$ cat src/rtl/reg_block_wr_arbiter.sv
// reg_block_wr_arbiter: round-robin owner of the register block's single write
// port. After reset it zero-fills every entry, then forwards one requester's
// write per cycle on registered Addr_In/Data_In.
module reg_block_wr_arbiter #(
  parameter int unsigned NUM_REQ           = 3,
  parameter int unsigned IN_ADDR_WIDTH     = 9,
  parameter int unsigned ACTUAL_ADDR_WIDTH = 5,
  parameter int unsigned DATA_WIDTH        = 16,
  parameter logic [IN_ADDR_WIDTH-1:0] IDLE_ADDR = '1
) (
  input  logic                            clk,
  input  logic                            rst,
  input  logic [NUM_REQ-1:0]              req,
  input  logic [NUM_REQ*IN_ADDR_WIDTH-1:0] req_addr,
  input  logic [NUM_REQ*DATA_WIDTH-1:0]   req_data,
  output logic [NUM_REQ-1:0]              ack,
  output logic [IN_ADDR_WIDTH-1:0]        Addr_In,
  output logic [DATA_WIDTH-1:0]           Data_In,
  output logic                            init_done
);

  localparam int unsigned PTR_W = (NUM_REQ > 1) ? $clog2(NUM_REQ) : 1;
  localparam int unsigned DEPTH = 1 << ACTUAL_ADDR_WIDTH;
  localparam logic [ACTUAL_ADDR_WIDTH-1:0] LAST_ENTRY = ACTUAL_ADDR_WIDTH'(DEPTH - 1);
  localparam logic [PTR_W-1:0] LAST_REQ = PTR_W'(NUM_REQ - 1);

  typedef enum logic {
    ST_INIT = 1'b0,
    ST_ARB  = 1'b1
  } state_t;

  state_t                       state;
  logic [ACTUAL_ADDR_WIDTH-1:0] fill_cnt;
  logic [PTR_W-1:0]             last;

  logic                         grant_valid;
  logic [PTR_W-1:0]             grant_idx;
  logic [PTR_W-1:0]             cand;

  // Round-robin search starting just after the last winner; no grant in INIT or reset.
  always_comb begin
    grant_valid = 1'b0;
    grant_idx   = '0;
    cand        = '0;
    if (state == ST_ARB && !rst) begin
      for (int unsigned k = 1; k <= NUM_REQ; k++) begin
        cand = PTR_W'((32'(last) + k) % NUM_REQ);
        if (!grant_valid && req[cand]) begin
          grant_valid = 1'b1;
          grant_idx   = cand;
        end
      end
    end
  end

  // One-hot grant decode of the search result.
  always_comb begin
    ack = '0;
    if (grant_valid) begin
      ack = NUM_REQ'(1) << grant_idx;
    end
  end

  // Fill/arbitration sequencer; bus outputs and pointer are all registered here.
  always_ff @(posedge clk) begin
    if (rst) begin
      state     <= ST_INIT;
      fill_cnt  <= '0;
      last      <= LAST_REQ;
      Addr_In   <= IDLE_ADDR;
      Data_In   <= '0;
      init_done <= 1'b0;
    end else begin
      case (state)
        ST_INIT: begin
          Addr_In  <= IN_ADDR_WIDTH'(fill_cnt);
          Data_In  <= '0;
          fill_cnt <= fill_cnt + ACTUAL_ADDR_WIDTH'(1);
          if (fill_cnt == LAST_ENTRY) begin
            state     <= ST_ARB;
            init_done <= 1'b1;
          end
        end
        ST_ARB: begin
          if (grant_valid) begin
            Addr_In <= req_addr[32'(grant_idx) * IN_ADDR_WIDTH +: IN_ADDR_WIDTH];
            Data_In <= req_data[32'(grant_idx) * DATA_WIDTH +: DATA_WIDTH];
            last    <= grant_idx;
          end else begin
            Addr_In <= IDLE_ADDR;
            Data_In <= '0;
          end
        end
        default: begin
          state <= ST_INIT;
        end
      endcase
    end
  end

  // Grant is never more than one requester.
  a_ack_onehot: assert property (@(posedge clk) $onehot0(ack));

  // No grants while the fill is still running.
  a_no_ack_init: assert property (@(posedge clk) disable iff (rst)
    (state == ST_INIT) |-> (ack == '0));

  // A requester that is waiting for its grant must keep requesting.
  for (genvar gi = 0; gi < NUM_REQ; gi++) begin : g_hold_chk
    a_req_hold: assert property (@(posedge clk) disable iff (rst)
      (state == ST_ARB && req[gi] && !ack[gi]) |=> req[gi]);
  end

endmodule

$ cat config.mk
export PLATFORM = sky130hd
export DESIGN_NAME = reg_block_wr_arbiter
export DESIGN_NICKNAME = d
export VERILOG_FILES = /design/src/rtl/reg_block_wr_arbiter.sv
export SDC_FILE = /design/constraint.sdc
export NUM_CORES = 1
export LEC_CHECK = 0
export BUFFER_PORTS_ARGS = -buffer_cell sky130_fd_sc_hd__buf_2
export CAP_MARGIN = 10
export CORE_MARGIN = 2
export CORE_UTILIZATION = 38
export DETAILED_ROUTE_END_ITERATION = 8
export MAX_ROUTING_LAYER = met4
export PLACE_DENSITY = 0.74
export REMOVE_ABC_BUFFERS = 1
export SETUP_SLACK_MARGIN = 0.15
export SLEW_MARGIN = 15
export SYNTH_ARGS = -nofsm -noshare
export SYNTH_HDL_FRONTEND = slang
export SYNTH_SLANG_ARGS = --single-unit
$ cat constraint.sdc
create_clock -name clk -period 2.15 [get_ports clk]
set_input_delay 0.215 -clock clk [delete_from_list [all_inputs] [get_ports clk]]
set_output_delay 0.215 -clock clk [all_outputs]
set_load 0.005 [all_outputs]
==> results_dict.tcl, run 1 <==
set metrics [dict create \
    async_reset_ff_share_pct 0 \
    end_kind "output pin" \
    utilization_pct 66.6 \
    area_growth_pct 68.6 \
    yosys-top-cells-count "dfxtp_1 (34), and3_1 (17), a221o_1 (16), nor2_1 (12)" \
    grt_setup_unrepaired "yes" \
    finalSetupViolations 11 \
    synth_mux_area_share_pct 1.73 \
    max_stage_delay_ns 0.40 \
    ys_types 43 \
    stdcell_count 367 \
    grt_use_total_pct 22.0 \
    ir_worst_vdd_v 0.000265 \
    antenna_left 0 \
    num_vias 2081 \
    tritoncts "yes" \
    pwr_density_cell_mw_per_mm2 451 \
    clk_latency_ns 0.28 \
    die_y_um 71.5 \
    synth.ff_latch_count 34 \
    synth.area.top_cells "dfxtp_1 (39%), a221o_1 (9.2%), and3_1 (6.1%), ha_1 (4.3%), a221oi_1 (3.5%)" \
    via_per_inst 5.67 \
    yosysTopAreaCell "dfxtp_1" \
    yosysWarnings 0 \
    relSlewSlack_pct 75.1 \
    initial_utilization_pct 39.5 \
    grt_max_degree 19 \
    synth_seq_area_share_pct 39.3 \
    syn_area_mm2 0.00173 \
    cp_max_fo 4 \
    die_w_um 71.5 \
    design.core.area_mm2 0.00438 \
    grt_pass1_vias 1890 \
    wl_per_cell_um 17.5 \
    h-tree-depth 2 \
    drive_gt1_share_pct 58.7 \
    placed_area_mm2 0.00242 \
    post-place-ws_ns -0.0995 \
    dieArea_mm2 0.00511 \
    maxSlewViolCount 0 \
    criticalPathCategory "register to output pin" \
    rows 24 \
    whs_ns 0.137 \
    path_cells "inv_4 > ha_4 > a22oi_2 > a21oi_4 > or2_4 > o31ai_4 > and2_4 > buf_6" \
    finalWorstPathRequiredPeriod_ns 2.22 \
    min_path_type "primary input to register" \
    finalHoldViolCount 0 \
    synthMostInstantiatedCell "dfxtp_1" \
    dp.cells 345 \
    cts_root_buf "clkbuf_8" \
    synth_top_family_by_area "compound AO/OA/AOI/OAI gates" \
    period_share_pct 103 \
    drc 0 \
    place.gp.congestion 0.944 \
    fin_ws_ns -0.0695 \
    avgSynthCellArea_um2 9.67 \
    synth_edf_count 0 \
    required_ns 1.93 \
    cts_buffers 5 \
    port_buffers 108 \
    synthAdderAreaFrac_pct 4.34 \
    first_pass_iters 4 \
    cp_slowest_cell "dfxtp_4" \
    grt_pass1_wl_um 8740 \
    finalClockSkew_ns 0.00506 \
    start_kind "register" \
    wl_um 6410 \
    clock_path_buffers 2 \
    synth_compound_area_share_pct 29.0 \
    ys.flop_type "dfxtp_1" \
    status "finished with violations" \
    cap_violations 0 \
    arrival_ns 2.00 \
    finish.instance_area_mm2 0.00292 \
    netlist.area_leader.share_pct 39.3 \
    synth-simple-area-share_pct 18.3 \
    clock-sinks 34 \
    antenna_found_initial 0 \
    place_hpwl_um 3910 \
    max_freq_mhz 451 \
    n_antenna_cell 0 \
    synthCells 179 \
    nets 402 \
    clk_pin_slew_ns 0.07 \
    drtIter0Drc 143 \
    gr-total-overflow 0 \
    synth_xor_area_share_pct 1.52 \
    io_pins 109 \
    leakage_nw 1.44 \
    fillers 328 \
    timing_worst_slew_pin_value_ns 0.373 \
    violations "setup timing" \
]
-- final cells by class --
type	count	area, µm²	area share, %
Multi-Input combinational cell	128	1170	40.1
Sequential cell	34	688	23.6
Tap cell	52	65.1	2.23
Timing Repair Buffer	141	886	30.3
Clock buffer	6	82.6	2.83
Inverter	6	27.5	0.943
-- worst max-delay path: cells and delay by family, from the launching register on --
family / cells / cell delay, ns
AOI/OAI and AO/OA: 3 / 0.53
adders and majority gates: 1 / 0.17
buffers and inverters: 2 / 0.15
DFF: 1 / 0.40
and+or+nand+nor: 2 / 0.47
-- report_power, final --
part | internal (mW) | switching, mW
registers | 0.643 | 0.00790
clock network | 0.247 | 0.215
logic | 0.109 | 0.0943
-- per-stage QoR --
stage          TNS [ns]  power, mW
2_1_floorplan    -0.512      0.716
3_3_place_gp    -0.0119      0.824
3_5_place_dp     -0.558      0.825
4_1_cts               0       1.28
5_1_grt           -1.81       1.37
6_report         -0.267       1.32
-- cell families after synthesis --
| logic type | count (synthesis) |
|---|---|
| AO/OA/AOI/OAI | 60 |
| AND/OR/NAND/NOR | 55 |
| flip-flops | 34 |
| XOR/XNOR | 3 |
| buffers and inverters | 18 |
| multiplexers | 3 |
| adder cells (fa/ha/maj) | 6 |
-- per-layer routing --
metal,up-vias,track usage [%],wire (µm)
met1,997,24.7,2550
met5,-,-,0
li1,960,-,-
met4,0,9.43,216
met3,24,5.20,428
met2,100,37.4,3220
-- cell usage in the layout, fill, tap and decap left out, drive strengths merged --
master	count
a21bo	1
a21boi	1
a21o	3
a21oi	8
a221o	16
a221oi	7
a22oi	1
a31oi	1
a32oi	1
and2	4
and3	17
buf	140
clkbuf	7
clkinv	1
dfxtp	34
ha	6
inv	5
mux2i	3
nand2	2
nand2b	3
nand3	2
nand3b	2
nand4	2
nor2	12
nor2b	2
nor3	7
o211ai	4
o21a	2
o21ai	7
o21bai	1
o221ai	1
o2bb2ai	5
o31ai	2
or2	1
or3	1
xnor2	1
xor2	2
-- final timing paths --
check,from,to,slack [ns],depth (start not counted)
max,last[1],ack[2],-0.07,8
min,req_addr[22],Addr_In[4],0.14,2
max reg2reg,last[1],Data_In[7],-0.04,10
min reg2reg,init_done,init_done,0.48,2
-- state kept, by name, indices dropped and copies added (netlist names) --
register   cells
Addr_In        9
Data_In       16
fill_cnt       5
last           2
init_done      1
state          1
-- what timing repair did --
item | CTS | global route
pin swaps | 15 | 15
gates cloned | 0 | 2
hold buffers | 0 | 0
setup buffers | 6 | 8
setup endpoints to repair | 28 | 30
resized for setup | 22 | 35
(Power assumes the default switching activity.)
==> run 2, diff against run 1 <==
ABC_AREA = 1   (was not set)
CORE_UTILIZATION = 40   (was 38)
PLACE_DENSITY = 0.76   (was 0.74)
==> run 2 against run 1 <==
Maximum frequency grew 2.4%. Largest power group unchanged. Synthesized cell count increased by 51%. Critical endpoint is now ack[0]. Non-clock buffer count fell by 8. Wire length shrank 8.2%. The run still ends with setup timing left.
==> results_dict.tcl, run 2 <==
set metrics [dict create \
    status "finished with violations" \
    violations "setup timing" \
    mostFrequentLayoutCells "buf_2 (108), nand2_1 (86), nand3_1 (37), dfxtp_1 (32), buf_4 (21)" \
    use_met2_pct 36.3 \
    n_antenna_cell 0 \
    grt_max_degree 15 \
    antenna_left 0 \
    num_vias 2220 \
    seqPwrFrac_pct 51.8 \
    ctsHoldBuffers 0 \
    pwr_density_cell_mw_per_mm2 443 \
    clk_latency_ns 0.29 \
    post-place-ws_ns 0.0588 \
    synthCells 270 \
    use_met3_pct 3.87 \
    synthMostInstantiatedCell "nand2_1" \
    arrival_ns 1.95 \
    die_y_um 72.8 \
    grt_pass1_wl_um 8500 \
    cap_violations 0 \
    first_pass_iters 4 \
    grt_setup_unrepaired "yes" \
    top_register "Data_In" \
    busiest_layer "met2" \
    maxSlewViolCount 0 \
    yosysWarnings 0 \
    h-tree-depth 2 \
    leakage_nw 1.62 \
    clkPwrFrac_pct 36.1 \
    io_pins 109 \
    yosysTopAreaCell "dfxtp_1" \
    drtIter0Drc 117 \
    port_buffers 108 \
    ys_types 26 \
    finalWorstPathRequiredPeriod_ns 2.17 \
    wl_per_cell_um 12.9 \
    drive_gt1_share_pct 47.3 \
    criticalPathCategory "register to output pin" \
    finalHoldViolCount 0 \
    netlist.area_leader.share_pct 35.9 \
    ir_worst_vdd_v 0.000272 \
    grt_use_total_pct 21.0 \
    async_reset_ff_share_pct 0 \
    initial_utilization_pct 40.7 \
    combPwrFrac_pct 12.1 \
    synth_edf_count 0 \
    min_path_type "primary input to register" \
    place.gp.congestion 0.955 \
    required_ns 1.93 \
    die_w_um 72.8 \
    synth_seq_area_share_pct 35.9 \
    largest_reg_flops 16 \
    cp_max_fo 5 \
    nets 488 \
    ys.flop_type "dfxtp_1" \
    switchingPower_mw 0.311 \
    end_kind "output pin" \
    finalClockSkew_ns 0.00200 \
    cts_root_buf "clkbuf_8" \
    gr-total-overflow 0 \
    cts_buffers 5 \
    clock_path_buffers 2 \
    clock-sinks 34 \
    syn_area_mm2 0.00190 \
    max_freq_mhz 461 \
    yosys-top-cells-count "nand2_1 (87), nand3_1 (38), dfxtp_1 (34), inv_1 (19), nor2_1 (16)" \
    wl_um 5880 \
    area_growth_pct 49.9 \
    switching_share_pct 24.7 \
    avgSynthCellArea_um2 7.02 \
    synth.area.top_cells "dfxtp_1 (36%), nand2_1 (17%), nand3_1 (10%), nand3_2 (6.9%), nand2_2 (5.0%)" \
    grt_pass1_vias 1920 \
    timing_worst_slew_pin_value_ns 0.427 \
    dieArea_mm2 0.00531 \
    drc 0 \
    rows 25 \
    finalSetupViolations 1 \
    grt_use_met1_pct 25.0 \
    finish.instance_area_mm2 0.00284 \
    antenna_found_initial 0 \
    p_int_mw 0.947 \
    via_per_inst 4.87 \
    synth.ff_latch_count 34 \
    period_share_pct 101 \
    fin_ws_ns -0.0181 \
    final_common_cell "buf_2" \
    design.core.area_mm2 0.00466 \
    tritoncts "yes" \
    reg_top3 "Data_In x16, Addr_In x9, fill_cnt x5" \
    relSlewSlack_pct 71.5 \
    start_kind "register" \
    clk_pin_slew_ns 0.07 \
    place_hpwl_um 4120 \
    placed_area_mm2 0.00251 \
]
==> run 2: critical path, cell delays in order, from the launching register on <==
cell and delay [ns]:
dfxtp_2 0.36, inv_4 0.05, ha_4 0.26, o21ai_1 0.15, nand2_1 0.16, nand2_2 0.10
clkinv_2 0.08, nand3_4 0.07, nand3_4 0.13, nand2_4 0.12, nor2_4 0.04, buf_2 0.13
==> run 2: what timing repair did <==
item | 4_1_cts | 5_1_grt
setup endpoints to repair | 27 | 15
buffers inserted | 8 | 9
gates cloned | 1 | 1
gates resized for setup | 16 | 16
pin swaps | 6 | 4
==> run 2: worst paths after layout <==
path                             startpoint     endpoint  slack, ns  depth (start not counted)
worst min-delay path            req_data[3]   Data_In[3]       0.12                          3
worst min register to register  fill_cnt[3]  fill_cnt[3]       0.49                          1
worst max register to register      last[0]   Addr_In[2]       0.05                         14
worst max-delay path                last[0]       ack[0]      -0.02                         11
==> run 2: area by class of cell <==
type / instances / area [µm²]
multi-input cells: 202 / 1130
well taps: 54 / 67.6
flip-flops and latches: 34 / 686
repair buffers: 133 / 756
fillers: 424 / 1820
repair inverters: 2 / 17.5
clock inverters: 1 / 7.51
clock buffers: 6 / 72.6
inverters: 24 / 109
==> run 2: stage by stage <==
step / hold slack (ns) / total power [mW] / TNS, ns / util, % / instances
2_1_floorplan: 0.284 / 0.712 / 0 / - / 260
3_3_place_gp: 0.416 / 0.811 / 0 / 53.8 / 430
3_5_place_dp: 0.416 / 0.812 / 0 / 53.8 / 430
4_1_cts: 0.116 / 1.27 / 0 / 58.0 / 446
5_1_grt: 0.126 / 1.32 / -0.320 / 61.0 / 456
6_report: 0.122 / 1.26 / -0.0181 / 61.0 / 456
==> run 2: kinds of logic (layout without fill, tap and decap cells) <==
group | after synthesis | in the layout | share of synthesized area (%)
compound gates | 18 | 18 | 5.02
flops | 34 | 34 | 35.9
fa+ha+maj | 6 | 6 | 3.96
simple gates | 178 | 178 | 46.5
buf+inv | 34 | 166 | 8.58
==> run 2: power by group through the flow <==
stage               registers (mW)  clock network [mW]  logic [mW]
detailed placement           0.667                   0       0.146
finish                       0.652               0.455       0.152
floorplan                    0.667                   0      0.0447
global route                 0.653               0.495       0.168
CTS                          0.652               0.466       0.149
global placement             0.667                   0       0.143
==> run 2: per-layer routing <==
layer  part of all wire, %  routed length, µm
met5                     0                  0
met4                   1.7                102
met3                   5.0                296
met2                    51               3000
met1                    42               2490
==> run 3, diff against run 2 <==
--- a/config.mk
+++ b/config.mk
@@ -10,2 +10,3 @@
 export CAP_MARGIN = 10
+export CORE_ASPECT_RATIO = 2
 export CORE_MARGIN = 2
@@ -13,2 +14,3 @@
 export DETAILED_ROUTE_END_ITERATION = 8
+export GPL_TIMING_DRIVEN = 0
 export MAX_ROUTING_LAYER = met4
==> constraint.sdc (replaced) <==
create_clock -name clk -period 2.15 [get_ports clk]
set_input_delay 0.645 -clock clk [delete_from_list [all_inputs] [get_ports clk]]
set_output_delay 0.645 -clock clk [all_outputs]
set_load 0.005 [all_outputs]
==> run 3 against run 2 <==
The flow still finishes with violations (setup timing). Via count rose by 1.1%. Non-clock buffer count fell by 2. Clock power rose by 5.9%. Clock skew rose by 0.0054 ns. Hold slack improved by 0.36 ns. Global-route usage rose by 2.8 points. Critical endpoint is now ack[1]. Largest cell class unchanged.
==> results_dict.tcl, run 3 (synthesized netlist as in run 2, its figures left out) <==
set metrics [dict create \
    die_y_um 101 \
    pwr_density_cell_mw_per_mm2 438 \
    criticalPathCategory "register to output pin" \
    dieArea_mm2 0.00534 \
    clk_latency_ns 0.28 \
    wl_um 6210 \
    first_pass_iters 4 \
    end_kind "output pin" \
    arrival_ns 1.96 \
    maxSlewViolCount 0 \
    tritoncts "yes" \
    wl_per_cell_um 13.6 \
    cp_slowest_cell "dfxtp_2" \
    place.gp.congestion 0.839 \
    initial_utilization_pct 41.2 \
    finalWorstPathRequiredPeriod_ns 2.61 \
    start_kind "register" \
    power.total_mw 1.30 \
    reg_top3 "Data_In x16, Addr_In x9, fill_cnt x5" \
    highest_layer "met4" \
    fin_ws_ns -0.456 \
    worst-path-buf-inv 5 \
    grt_max_degree 16 \
    clkPwrFrac_pct 37.1 \
    drc 0 \
    design.core.area_mm2 0.00460 \
    final_common_cell "buf_2" \
    area_growth_pct 56.6 \
    register_area_um2 684 \
    finalSetupViolations 14 \
    required_ns 1.50 \
    antenna_found_initial 0 \
    violations "setup timing" \
    finalClockSkew_ns 0.00741 \
    drt-met1-wl_um 2270 \
    switching_share_pct 23.8 \
    min_path_type "register to register" \
    largest_reg_flops 16 \
    switchingPower_mw 0.310 \
    mostFrequentLayoutCells "buf_2 (107), nand2_1 (83), dfxtp_1 (31), nand3_2 (25), nand3_1 (23)" \
    clk_pin_slew_ns 0.07 \
    relSlewSlack_pct 81.7 \
    top_register "Data_In" \
    grt_pass1_wl_um 9270 \
    timing_worst_slew_pin_value_ns 0.275 \
    combPwrFrac_pct 12.7 \
    clock_path_buffers 2 \
    gr-total-overflow 0 \
    seqPwrFrac_pct 50.2 \
    n_antenna_cell 0 \
    whs_ns 0.487 \
    max_stage_delay_ns 0.32 \
    wl_met2_um 3600 \
    via_per_inst 4.93 \
    place_hpwl_um 4020 \
    path_cells "inv_2 > ha_2 > inv_1 > nand2_1 > nand3_1 > nand2_2 > nand4_1 > nand2_4 > nand2_8 > buf_12 > inv_12 > buf_6" \
    grt_setup_unrepaired "yes" \
    multiInputGateArea_mm2 0.00122 \
    die_w_um 52.7 \
    clock-sinks 34 \
    leakage_nw 1.65 \
    status "finished with violations" \
    grt_use_total_pct 23.8 \
    nets 485 \
    rows 35 \
    ir_worst_vdd_v 0.000494 \
    antenna_left 0 \
    critical_path.top_delay_family "simple AND/OR/NAND/NOR gates" \
    wl_met3_um 165 \
    period_share_pct 121 \
    port_buffers 108 \
    cts_root_buf "clkbuf_8" \
    p_int_mw 0.990 \
    cp_max_fo 5 \
    num_vias 2245 \
    h-tree-depth 2 \
    drive_gt1_share_pct 51.7 \
    fillers 431 \
    cap_violations 0 \
    drtIter0Drc 34 \
    max_freq_mhz 384 \
    finalHoldViolCount 0 \
    io_pins 109 \
    grt_pass1_vias 2209 \
    utilization_pct 64.6 \
    cts_buffers 5 \
]
[run 3: metrics by stage]
step	setup WS (ns)	TNS [ns]	area, µm²	cells
2_1_floorplan	-0.340	-0.570	1830	260
3_3_place_gp	-0.853	-6.02	2440	423
3_5_place_dp	-0.916	-7.41	2440	423
4_1_cts	-0.406	-1.16	2770	448
5_1_grt	-0.548	-2.93	2970	455
6_report	-0.456	-1.63	2970	455
[run 3: repair_timing]
| action | in CTS | in global routing |
|---|---|---|
| buffers inserted | 16 | 6 |
| gates cloned | 1 | 1 |
| gates resized for setup | 27 | 27 |
| hold buffers | 0 | 0 |
| setup endpoints to repair | 29 | 28 |
| pin swaps | 9 | 13 |
[run 3: area by class of cell]
| cell class | count | share of cell area [%] |
|---|---|---|
| Timing Repair inverter | 1 | 0.211 |
| Timing Repair Buffer | 131 | 26.0 |
| Clock inverter | 1 | 0.169 |
| Multi-Input combinational cell | 202 | 41.3 |
| Sequential cell | 34 | 23.1 |
| Tap cell | 55 | 2.32 |
| Clock buffer | 7 | 2.91 |
| Inverter | 24 | 4.05 |
[run 3: layer usage]
metal	vias up	GRT usage [%]
li1	1125	-
met4	0	13.0
met2	63	43.7
met1	1043	22.6
met3	14	3.24
met5	-	-
[run 3: power groups by stage]
| stage | clock [mW] | sequential [mW] | combinational, mW |
|---|---|---|---|
| 6_report | 0.482 | 0.652 | 0.165 |
| 5_1_grt | 0.521 | 0.653 | 0.180 |
| 4_1_cts | 0.497 | 0.652 | 0.149 |
| 3_5_place_dp | 0 | 0.666 | 0.143 |
| 3_3_place_gp | 0 | 0.666 | 0.140 |
| 2_1_floorplan | 0 | 0.667 | 0.0447 |
[run 3: worst paths after layout]
check         startpoint           to  slack, ns  cells past startpoint
max              last[0]       ack[1]      -0.46                     12
min          fill_cnt[3]  fill_cnt[3]       0.49                      1
max reg2reg      last[0]   Addr_In[8]      -0.05                     16
min reg2reg  fill_cnt[3]  fill_cnt[3]       0.49                      1
